===== config.mk =====
export PLATFORM = sky130hd
export DESIGN_NAME = entropy_collector_flat
export DESIGN_NICKNAME = d
export VERILOG_FILES = /design/src/rtl/trng_pkg.sv /design/src/rtl/entropy_collector_if.sv /design/src/rtl/trng_health_test.sv /design/src/rtl/entropy_collector.sv /design/src/flat_wrapper.sv
export SDC_FILE = /design/constraint.sdc
export NUM_CORES = 1
export LEC_CHECK = 0
export BUFFER_PORTS_ARGS = -buffer_cell sky130_fd_sc_hd__buf_2
export CORE_AREA = 2 2 206 208
export CTS_BUF_LIST = sky130_fd_sc_hd__clkbuf_8
export CTS_CLUSTER_DIAMETER = 100
export DETAILED_ROUTE_END_ITERATION = 10
export DIE_AREA = 0 0 208 210
export PLACE_DENSITY = 0.88
export REMOVE_ABC_BUFFERS = 1
export SYNTH_ARGS = -nofsm -noshare
export SYNTH_HDL_FRONTEND = slang
export SYNTH_HIERARCHICAL = 1
export SYNTH_SLANG_ARGS = --single-unit

===== constraint.sdc =====
create_clock -name clk -period 3.39 [get_ports clk]
set_input_delay 0.8475 -clock clk [delete_from_list [all_inputs] [get_ports clk]]
set_output_delay 0.8475 -clock clk [all_outputs]
set_load 0.05 [all_outputs]

===== src/rtl/trng_pkg.sv =====
// trng_pkg: definitions shared by the TRNG entropy collector.
//   state_t           - collector state (FILL / FULL / FAIL)
//   FC_RCT / FC_APT   - bit positions inside fail_cause
//   DEF_*             - default block width and health-test cutoffs
//   cnt_width()       - width of a counter that must hold 0..max inclusive
package trng_pkg;

  typedef enum logic [1:0] {
    FILL = 2'd0,
    FULL = 2'd1,
    FAIL = 2'd2
  } state_t;

  localparam int FC_RCT = 0;
  localparam int FC_APT = 1;

  localparam int DEF_BLOCK_W    = 512;
  localparam int DEF_RCT_CUTOFF = 32;
  localparam int DEF_APT_CUTOFF = 410;

  function automatic int cnt_width(input int max_value);
    return $clog2(max_value + 1);
  endfunction

endpackage


===== src/rtl/entropy_collector_if.sv =====
// entropy_collector_if: block hand-off from the entropy collector to the
// SHA-256 conditioner.
//   data_out    - packed raw block (collector -> conditioner)
//   block_valid - data_out holds a complete, healthy block
//   block_ready - conditioner can take the block
// master = collector side, slave = conditioner side.
interface entropy_collector_if
  import trng_pkg::*;
#(
  parameter int BLOCK_W = DEF_BLOCK_W
);

  logic [BLOCK_W-1:0] data_out;
  logic               block_valid;
  logic               block_ready;

  modport master (output data_out, output block_valid, input block_ready);
  modport slave  (input data_out, input block_valid, output block_ready);

endinterface


===== src/rtl/trng_health_test.sv =====
// trng_health_test: continuous health tests on accepted raw samples.
//   clk, Resetn  - clock, asynchronous active-low reset
//   sample       - current raw bit
//   sample_en    - sample is accepted this cycle
//   block_start  - sample is the first of a new block (opens the APT window)
//   clear        - drop run and proportion counts (failure acknowledged)
//   rct_fail     - repetition count test trips on the current sample
//   apt_fail     - adaptive proportion test trips on the current sample
// Both fail outputs are combinational so the collector can react on the
// same edge that would otherwise store the sample.
module trng_health_test
  import trng_pkg::*;
#(
  parameter int RCT_CUTOFF = DEF_RCT_CUTOFF,
  parameter int APT_CUTOFF = DEF_APT_CUTOFF
) (
  input  logic clk,
  input  logic Resetn,
  input  logic sample,
  input  logic sample_en,
  input  logic block_start,
  input  logic clear,
  output logic rct_fail,
  output logic apt_fail
);

  localparam int RW = cnt_width(RCT_CUTOFF);
  localparam int AW = cnt_width(APT_CUTOFF);

  logic          last_bit;
  logic [RW-1:0] run_cnt;
  logic [RW-1:0] run_next;
  logic          apt_ref;
  logic [AW-1:0] apt_cnt;
  logic [AW-1:0] apt_next;

  // run_cnt==0 means no sample seen since reset/clear, so the next sample
  // always starts a fresh run. Both counters saturate at their cutoff.
  always_comb begin
    run_next = RW'(1);
    if (run_cnt != '0 && sample == last_bit) begin
      run_next = (run_cnt == RW'(RCT_CUTOFF)) ? run_cnt : run_cnt + 1'b1;
    end

    apt_next = apt_cnt;
    if (block_start) begin
      apt_next = AW'(1);
    end else if (sample == apt_ref && apt_cnt != AW'(APT_CUTOFF)) begin
      apt_next = apt_cnt + 1'b1;
    end
  end

  assign rct_fail = sample_en && (run_next == RW'(RCT_CUTOFF));
  assign apt_fail = sample_en && (apt_next == AW'(APT_CUTOFF));

  always_ff @(posedge clk or negedge Resetn) begin
    if (!Resetn) begin
      last_bit <= 1'b0;
      run_cnt  <= '0;
      apt_ref  <= 1'b0;
      apt_cnt  <= '0;
    end else if (clear) begin
      run_cnt <= '0;
      apt_cnt <= '0;
    end else if (sample_en) begin
      last_bit <= sample;
      run_cnt  <= run_next;
      apt_cnt  <= apt_next;
      if (block_start) begin
        apt_ref <= sample;
      end
    end
  end

endmodule


===== src/rtl/entropy_collector.sv =====
// entropy_collector: packs health-tested raw entropy bits into blocks for
// the SHA-256 conditioner.
//   clk, Resetn  - clock, asynchronous active-low reset
//   enable       - when low, samples are ignored
//   raw_bit      - raw entropy sample, qualified by raw_valid
//   fail_clear   - one-cycle pulse that leaves the failure state
//   blk          - block hand-off (data_out / block_valid / block_ready)
//   health_fail  - sticky health-test failure flag
//   fail_cause   - which test tripped (FC_RCT, FC_APT)
module entropy_collector
  import trng_pkg::*;
#(
  parameter int BLOCK_W    = DEF_BLOCK_W,
  parameter int RCT_CUTOFF = DEF_RCT_CUTOFF,
  parameter int APT_CUTOFF = DEF_APT_CUTOFF
) (
  input  logic                clk,
  input  logic                Resetn,
  input  logic                enable,
  input  logic                raw_bit,
  input  logic                raw_valid,
  input  logic                fail_clear,
  entropy_collector_if.master blk,
  output logic                health_fail,
  output logic [1:0]          fail_cause
);

  localparam int CW = $clog2(BLOCK_W) + 1;

  state_t        state;
  state_t        state_next;
  logic [CW-1:0] bit_cnt;
  logic          accept;
  logic          last_sample;
  logic          block_start;
  logic          handoff;
  logic          health_clear;
  logic          rct_fail;
  logic          apt_fail;

  assign accept       = raw_valid && enable && (state == FILL);
  assign last_sample  = (bit_cnt == CW'(BLOCK_W - 1));
  assign block_start  = (bit_cnt == '0);
  assign handoff      = (state == FULL) && blk.block_ready;
  assign health_clear = (state == FAIL) && fail_clear;

  // Status outputs come straight from the state register, so block_valid
  // never follows block_ready combinationally.
  assign blk.block_valid = (state == FULL);
  assign health_fail     = (state == FAIL);

  trng_health_test #(
    .RCT_CUTOFF (RCT_CUTOFF),
    .APT_CUTOFF (APT_CUTOFF)
  ) u_health (
    .clk         (clk),
    .Resetn      (Resetn),
    .sample      (raw_bit),
    .sample_en   (accept),
    .block_start (block_start),
    .clear       (health_clear),
    .rct_fail    (rct_fail),
    .apt_fail    (apt_fail)
  );

  always_ff @(posedge clk or negedge Resetn) begin
    if (!Resetn) begin
      state <= FILL;
    end else begin
      state <= state_next;
    end
  end

  // A trip on the final sample of a block takes priority, so an unhealthy
  // block is never presented.
  always_comb begin
    state_next = state;
    case (state)
      FILL: begin
        if (accept && (rct_fail || apt_fail)) begin
          state_next = FAIL;
        end else if (accept && last_sample) begin
          state_next = FULL;
        end
      end
      FULL: begin
        if (blk.block_ready) begin
          state_next = FILL;
        end
      end
      FAIL: begin
        if (fail_clear) begin
          state_next = FILL;
        end
      end
      default: state_next = FILL;
    endcase
  end

  // Shift register, bit counter and failure cause. data_out is left alone
  // on clear; the restarted bit counter means the next block overwrites it.
  always_ff @(posedge clk or negedge Resetn) begin
    if (!Resetn) begin
      blk.data_out <= '0;
      bit_cnt      <= '0;
      fail_cause   <= '0;
    end else if (accept) begin
      blk.data_out <= {blk.data_out[BLOCK_W-2:0], raw_bit};
      bit_cnt      <= bit_cnt + 1'b1;
      if (rct_fail || apt_fail) begin
        fail_cause[FC_RCT] <= rct_fail;
        fail_cause[FC_APT] <= apt_fail;
      end
    end else if (handoff) begin
      bit_cnt <= '0;
    end else if (health_clear) begin
      bit_cnt    <= '0;
      fail_cause <= '0;
    end
  end

endmodule


===== src/flat_wrapper.sv =====
// flat-port wrapper written by rule: the top's interface ports become plain ports
module entropy_collector_flat import trng_pkg::*;
#(
  parameter int BLOCK_W    = DEF_BLOCK_W,
  parameter int RCT_CUTOFF = DEF_RCT_CUTOFF,
  parameter int APT_CUTOFF = DEF_APT_CUTOFF
)
  (clk, Resetn, enable, raw_bit, raw_valid, fail_clear, health_fail, fail_cause, blk_data_out, blk_block_valid, blk_block_ready);
  entropy_collector_if #(.BLOCK_W(BLOCK_W)) blk_i ();
  input  logic clk;
  input  logic Resetn;
  input  logic enable;
  input  logic raw_bit;
  input  logic raw_valid;
  input  logic fail_clear;
  output logic health_fail;
  output logic [1:0] fail_cause;
  output wire logic [$bits(blk_i.data_out)-1:0] blk_data_out;
  output wire logic [$bits(blk_i.block_valid)-1:0] blk_block_valid;
  input wire logic [$bits(blk_i.block_ready)-1:0] blk_block_ready;
  assign blk_data_out = blk_i.data_out;
  assign blk_block_valid = blk_i.block_valid;
  assign blk_i.block_ready = blk_block_ready;
  entropy_collector #(.BLOCK_W(BLOCK_W), .RCT_CUTOFF(RCT_CUTOFF), .APT_CUTOFF(APT_CUTOFF)) u_core (.clk(clk), .Resetn(Resetn), .enable(enable), .raw_bit(raw_bit), .raw_valid(raw_valid), .fail_clear(fail_clear), .blk(blk_i), .health_fail(health_fail), .fail_cause(fail_cause));
endmodule

==> run metrics, run 1 <==
EDFF count, synth 0; clock sinks 543; Netlist Area Pre-Place 21,200 µm²; num rows 75; top routing layer used met5; H-tree depth 3; Netlist cell types 57; count of final setup violators 0; critical path peak fanout 9; drt drc 0; count of final hold-check violations 0; total global-route track usage 24.9%; Final min period 2.64 ns; cts bufs inserted 87; Power Total 13,300 µW; hold_ws 0.202 ns; die area 43,700 µm²; Port-buffer cells 522; dpl ws 0.412 ns; final worst-path cycle share 77.8%; vias per inst 5.08; routed length on met2 26.6 mm; share of layout cells above drive strength 1 22.8%; Die W 208 µm; CP Capture Type flip-flop; initial antenna violation count 1; core area 41,500 µm²; Synth Area in Simple Gates 29.8%; Crit path arrival time 3.16 ns; Syn. warnings 6; Ports 523; Cells after Synth 2,387; pin count of the biggest net entering global routing 224; commonest non-fill, non-tap cell in the layout nand2_1; Max Freq 379 MHz; via count 17,800; Root Driver clkbuf_8; post-synthesis xor/xnor area fraction 0.501%; Least-Margin Pin Slew 0.972 ns; slew margin rel. 35.2%; hold crit path type in2async; mux share of post-synthesis cell area 0.442%; Vert. Die Dim 210 µm; pwr dens 516 nW/µm²; first-pass GRT wire length 88.6 mm; asr flop ratio synth 100%; clk_skew 0.0396 ns; Placer Congestion 0.861; most frequent cells in the layout nand2_1, dfrtp_1, buf_2; wire length on met3 4.44 mm; Layout area overhead 21.8%; CTS tree done; number of max-cap violations 0; DP HPWL 37.1 mm; First DRT Iteration DRCs 1,745; Synth Area in Compound Gates 1.53%; post-synthesis sequential area ratio 64.0%; Initial DRT Pass Iterations 6; WP data required 3.92 ns; post-route ant nets 0; worst vdd ir 395 µV; RSZ-0062 raised after global routing false; CTS Hold Bufs 0; vias in the first global route 16,700; #FFs+latches synth 543; CP startpoint kind flip-flop; largest family of logic cells by synthesized area simple AND/OR/NAND/NOR gates; Reg2Reg Setup Slack 0.75 ns; fillers 3,237; Worst-path clk slew 0.07 ns; WL final 55.2 mm; post-CTS sizing 0; post-synthesis adder-cell area fraction 0.353%; Static Leak 0.0163 µW; Diodes inserted 0; metal1 wirelength 22.3 mm; Yosys top cell area share 64.0%; Finished Cell Area 25,900 µm²; Final nets 2,911; GRT Residual Overflow 0; critical path class reg2reg; final worst slack 0.753 ns; Layout Cells excl Fill 3,497; Initial Util 51.2%; Post-Syn Area per Cell 8.90 µm²; dpl cell area 24,200 µm²; Avg WL per Cell 15.8 µm; biggest area consumer among synthesized cells dfrtp_1; status complete, no violations; clk_lat worst skew 0.64 ns; CTS Buffer Depth 3; synth top area cells dfrtp_1, nand2_1, buf_2; postcts setup bufs 0; Max Slew Vio Count 0; Inst Count DP 3,348; main flop type after synthesis dfrtp_1
path summary, 6_finish.rpt:
| check | from | end | depth (start not counted) |
|---|---|---|---|
| setup / recovery | u_core/u_health/apt_cnt[2] | u_core/state[0] | 8 |
| hold / removal | Resetn | u_core/blk.data_out[376] | 1 |
| setup reg to reg | u_core/u_health/apt_cnt[2] | u_core/state[0] | 8 |
| hold reg to reg | u_core/blk.data_out[126] | u_core/blk.data_out[127] | 2 |
| max in group asynchronous | Resetn | u_core/blk.data_out[467] | 2 |
| min in group clk | u_core/blk.data_out[126] | u_core/blk.data_out[127] | 2 |
per-layer routing:
| metal | GRT usage (%) | up-vias |
|---|---|---|
| li1 | - | 8354 |
| met1 | 32.4 | 8490 |
| met2 | 40.0 | 784 |
| met3 | 6.38 | 132 |
| met4 | 10.5 | 2 |
| met5 | 0 | - |
cell families after synthesis:
| family | after synthesis |
|---|---|
| and+or+nand+nor | 1634 |
| DFF | 543 |
| buffers and inverters | 141 |
| AOI/OAI and AO/OA | 44 |
| xor gates and xnor gates | 10 |
| muxes | 9 |
| adders and majority gates | 6 |
worst max-delay path, stage by stage (launching register included):
cell and delay (ns):
dfrtp_1 0.50, or4b_1 0.57, nor3_2 0.27, nor2b_1 0.14, mux2i_1 0.14, nor4_1 0.51
nor2_1 0.15, nor3_1 0.16, o41ai_1 0.09
cell type report:
cell class / instances / area, µm² / area share, %
Sequential cell: 543 / 13600 / 52.5
Multi-Input combinational cell: 1703 / 6920 / 26.8
Timing Repair Buffer: 546 / 2930 / 11.3
Clock buffer: 105 / 1450 / 5.58
Tap cell: 539 / 674 / 2.61
Clock inverter: 44 / 248 / 0.957
Inverter: 17 / 71.3 / 0.276
state kept, by name, summed over array words and instances, names as in the netlist:
register / cells
u_core/u_health/last_bit: 1
u_core/u_health/apt_ref: 1
u_core/state: 2
u_core/u_health/apt_cnt: 9
u_core/bit_cnt: 10
u_core/u_health/run_cnt: 6
u_core/blk.data_out: 512
u_core/fail_cause: 2
Yosys cell counts (4+ instances only):
library cell and count:
a21oi_1 10, buf_2 99, buf_4 16, clkbuf_1 5, dfrtp_1 543, ha_1 6, inv_1 15, mux2i_1 6
nand2_1 1555, nand3_1 14, nand4_1 11, nor2_1 16, nor3_1 8, nor4_1 4, o211ai_1 5, o32ai_1 5
or4_1 4, xnor2_1 4, xor2_1 5
where the power goes:
group	total [µW]	internal [µW]	switching, µW	leakage (µW)
Sequential	6810	6620	190	0.00752
Combinational	1100	322	776	0.00778
Clock	5440	2940	2490	0.000974
through the flow:
stage               util, %  TNS [ns]
floorplan                 -  -4269.92
global placement       58.3         0
detailed placement     58.3         0
CTS                    62.4         0
global route           62.4         0
finish                 62.4         0
(Power assumes the default switching activity.)
==> run 2, diff against run 1 <==
Settings changed: CORE_AREA 2 2 206 208 to default, CORE_UTILIZATION from default to 50, DIE_AREA 0 0 208 210 to default, PLACE_DENSITY 0.88 to 0.9.
Clock period 3.39 ns to 2.25 ns, I/O delays scaled along.
==> run 2 against run 1 <==
Net effect: the flow now finishes with violations (setup timing); clock power grew 58%; total power increased by 56%; first-iteration DRC count increased by 32%; combinational power increased by 86%; register-to-register slack got worse by 0.79 ns; largest cell class unchanged; via count grew 6.2%; largest power group unchanged; flip-flop and latch count did not move; critical path type unchanged; non-clock buffer count rose by 59; utilization is 1.0 points higher; setup slack worse by 0.79 ns; highest routed layer is now met4.
==> run metrics, run 2 (same netlist as run 1, synthesis figures left out) <==
Finished Cell Area 26,600 µm²; initial antenna violation count 0; Placer Congestion 0.867; Biggest register u_core/blk.data_out; CTS Buffer Depth 3; number of max-cap violations 0; Layout area overhead 25.3%; register area 13,600 µm²; WP data required 2.79 ns; Die W 208 µm; count of final hold-check violations 0; clk_skew 0.0342 ns; final worst-path cycle share 102%; critical path peak fanout 3; Max Slew Vio Count 0; Final min period 2.29 ns; drt drc 0; Max Freq 437 MHz; status complete, but fails checks; routed length on met2 29.0 mm; core area 41,900 µm²; vias in the first global route 18,000; share of layout cells above drive strength 1 24.7%; multi-input logic area 6970 µm²; cts bufs inserted 86; die area 43,300 µm²; DP HPWL 38.7 mm; Initial DRT Pass Iterations 6; metal1 wirelength 23.1 mm; fillers 3,092; Final nets 2,969; top routing layer used met4; Diodes inserted 0; Crit path arrival time 2.83 ns; max FFs per register 512; Sum Neg Setup Slack -0.0436 ns; slew margin rel. 51.0%; dpl cell area 24,600 µm²; first-pass GRT wire length 93.5 mm; Worst-path clk slew 0.07 ns; most frequent cells in the layout nand2_1, dfrtp_1, buf_2; failing checks setup timing; Vert. Die Dim 208 µm; num rows 75; critical path class reg2reg; Root Driver clkbuf_8; Least-Margin Pin Slew 0.734 ns; pwr dens 784 nW/µm²; total global-route track usage 26.8%; via count 18,900; Avg WL per Cell 16.9 µm; vias per inst 5.29; final worst slack -0.0379 ns; GRT Residual Overflow 0; Initial Util 50.6%; Static Leak 0.0167 µW; CP Capture Type flip-flop; clock sinks 543; Port-buffer cells 522; CTS tree done; pin count of the biggest net entering global routing 196; CP startpoint kind flip-flop; First DRT Iteration DRCs 2,295; Ports 523; wire length on met3 5.39 mm; worst vdd ir 680 µV; count of final setup violators 2; commonest non-fill, non-tap cell in the layout nand2_1; hold crit path type in2reg; WL final 60.4 mm; biggest regs u_core/blk.data_out (512), u_core/bit_cnt (10), u_core/u_health/apt_cnt (9); clk_lat worst skew 0.65 ns; H-tree depth 3; post-route ant nets 0
[run 2: routing by layer]
layer	GRT usage [%]	up-vias
met1	32.6	9059
met4	14.9	0
li1	-	8467
met5	0	-
met3	6.78	211
met2	44.0	1118
[run 2: path summary, 6_finish.rpt]
| kind | start | depth (start not counted) | end | slack, ns |
|---|---|---|---|---|
| setup / recovery | u_core/state[0] | 9 | u_core/fail_cause[0] | -0.04 |
| max in group asynchronous | Resetn | 4 | u_core/blk.data_out[246] | 0.96 |
| hold reg to reg | u_core/blk.data_out[53] | 2 | u_core/blk.data_out[54] | 0.48 |
| setup reg to reg | u_core/state[0] | 9 | u_core/fail_cause[0] | -0.04 |
| min in group asynchronous | Resetn | 2 | u_core/blk.data_out[387] | 0.45 |
| hold / removal | fail_clear | 3 | u_core/state[1] | 0.24 |
[run 2: area by class of cell]
type	instances	area share [%]
well taps	539	2.53
clock inverters	44	0.828
flip-flops and latches	543	51.1
inverters	17	0.268
multi-input cells	1703	26.2
clock buffers	115	5.95
repair buffers	605	13.1
[run 2: through the flow]
step                hold slack [ns]  total power [µW]  instances  setup slack (ns)  utilization, %
floorplan                     0.267             11500       2263             -10.0               -
global placement              0.454             12300       3400            -0.131            58.7
detailed placement            0.466             12300       3400            -0.187            58.7
CTS                           0.157             20900       3564            0.0190            63.2
global route                  0.220             21600       3566           -0.0600            63.4
finish                        0.239             20900       3566           -0.0379            63.4
[run 2: worst max-delay path: stages (launching register included)]
cell	delay [ns]
dfrtp_1	0.44
nand4bb_4	0.32
inv_8	0.09
nand2_1	0.06
a2111oi_2	0.35
o311ai_1	0.20
nor4_2	0.21
buf_4	0.17
nand2_1	0.08
a32o_1	0.24
[run 2: power breakdown]
part	internal (µW)	switching, µW
clock network	4680	3900
registers	9980	246
logic	685	1370
[run 2: what timing repair did]
action,in CTS,in global routing
setup endpoints to repair,4,136
hold buffers,1,0
setup buffers,4,0
pin swaps,7,1
resized for setup,8,10
cloned,0,2
endpoints found under the hold margin,24,0
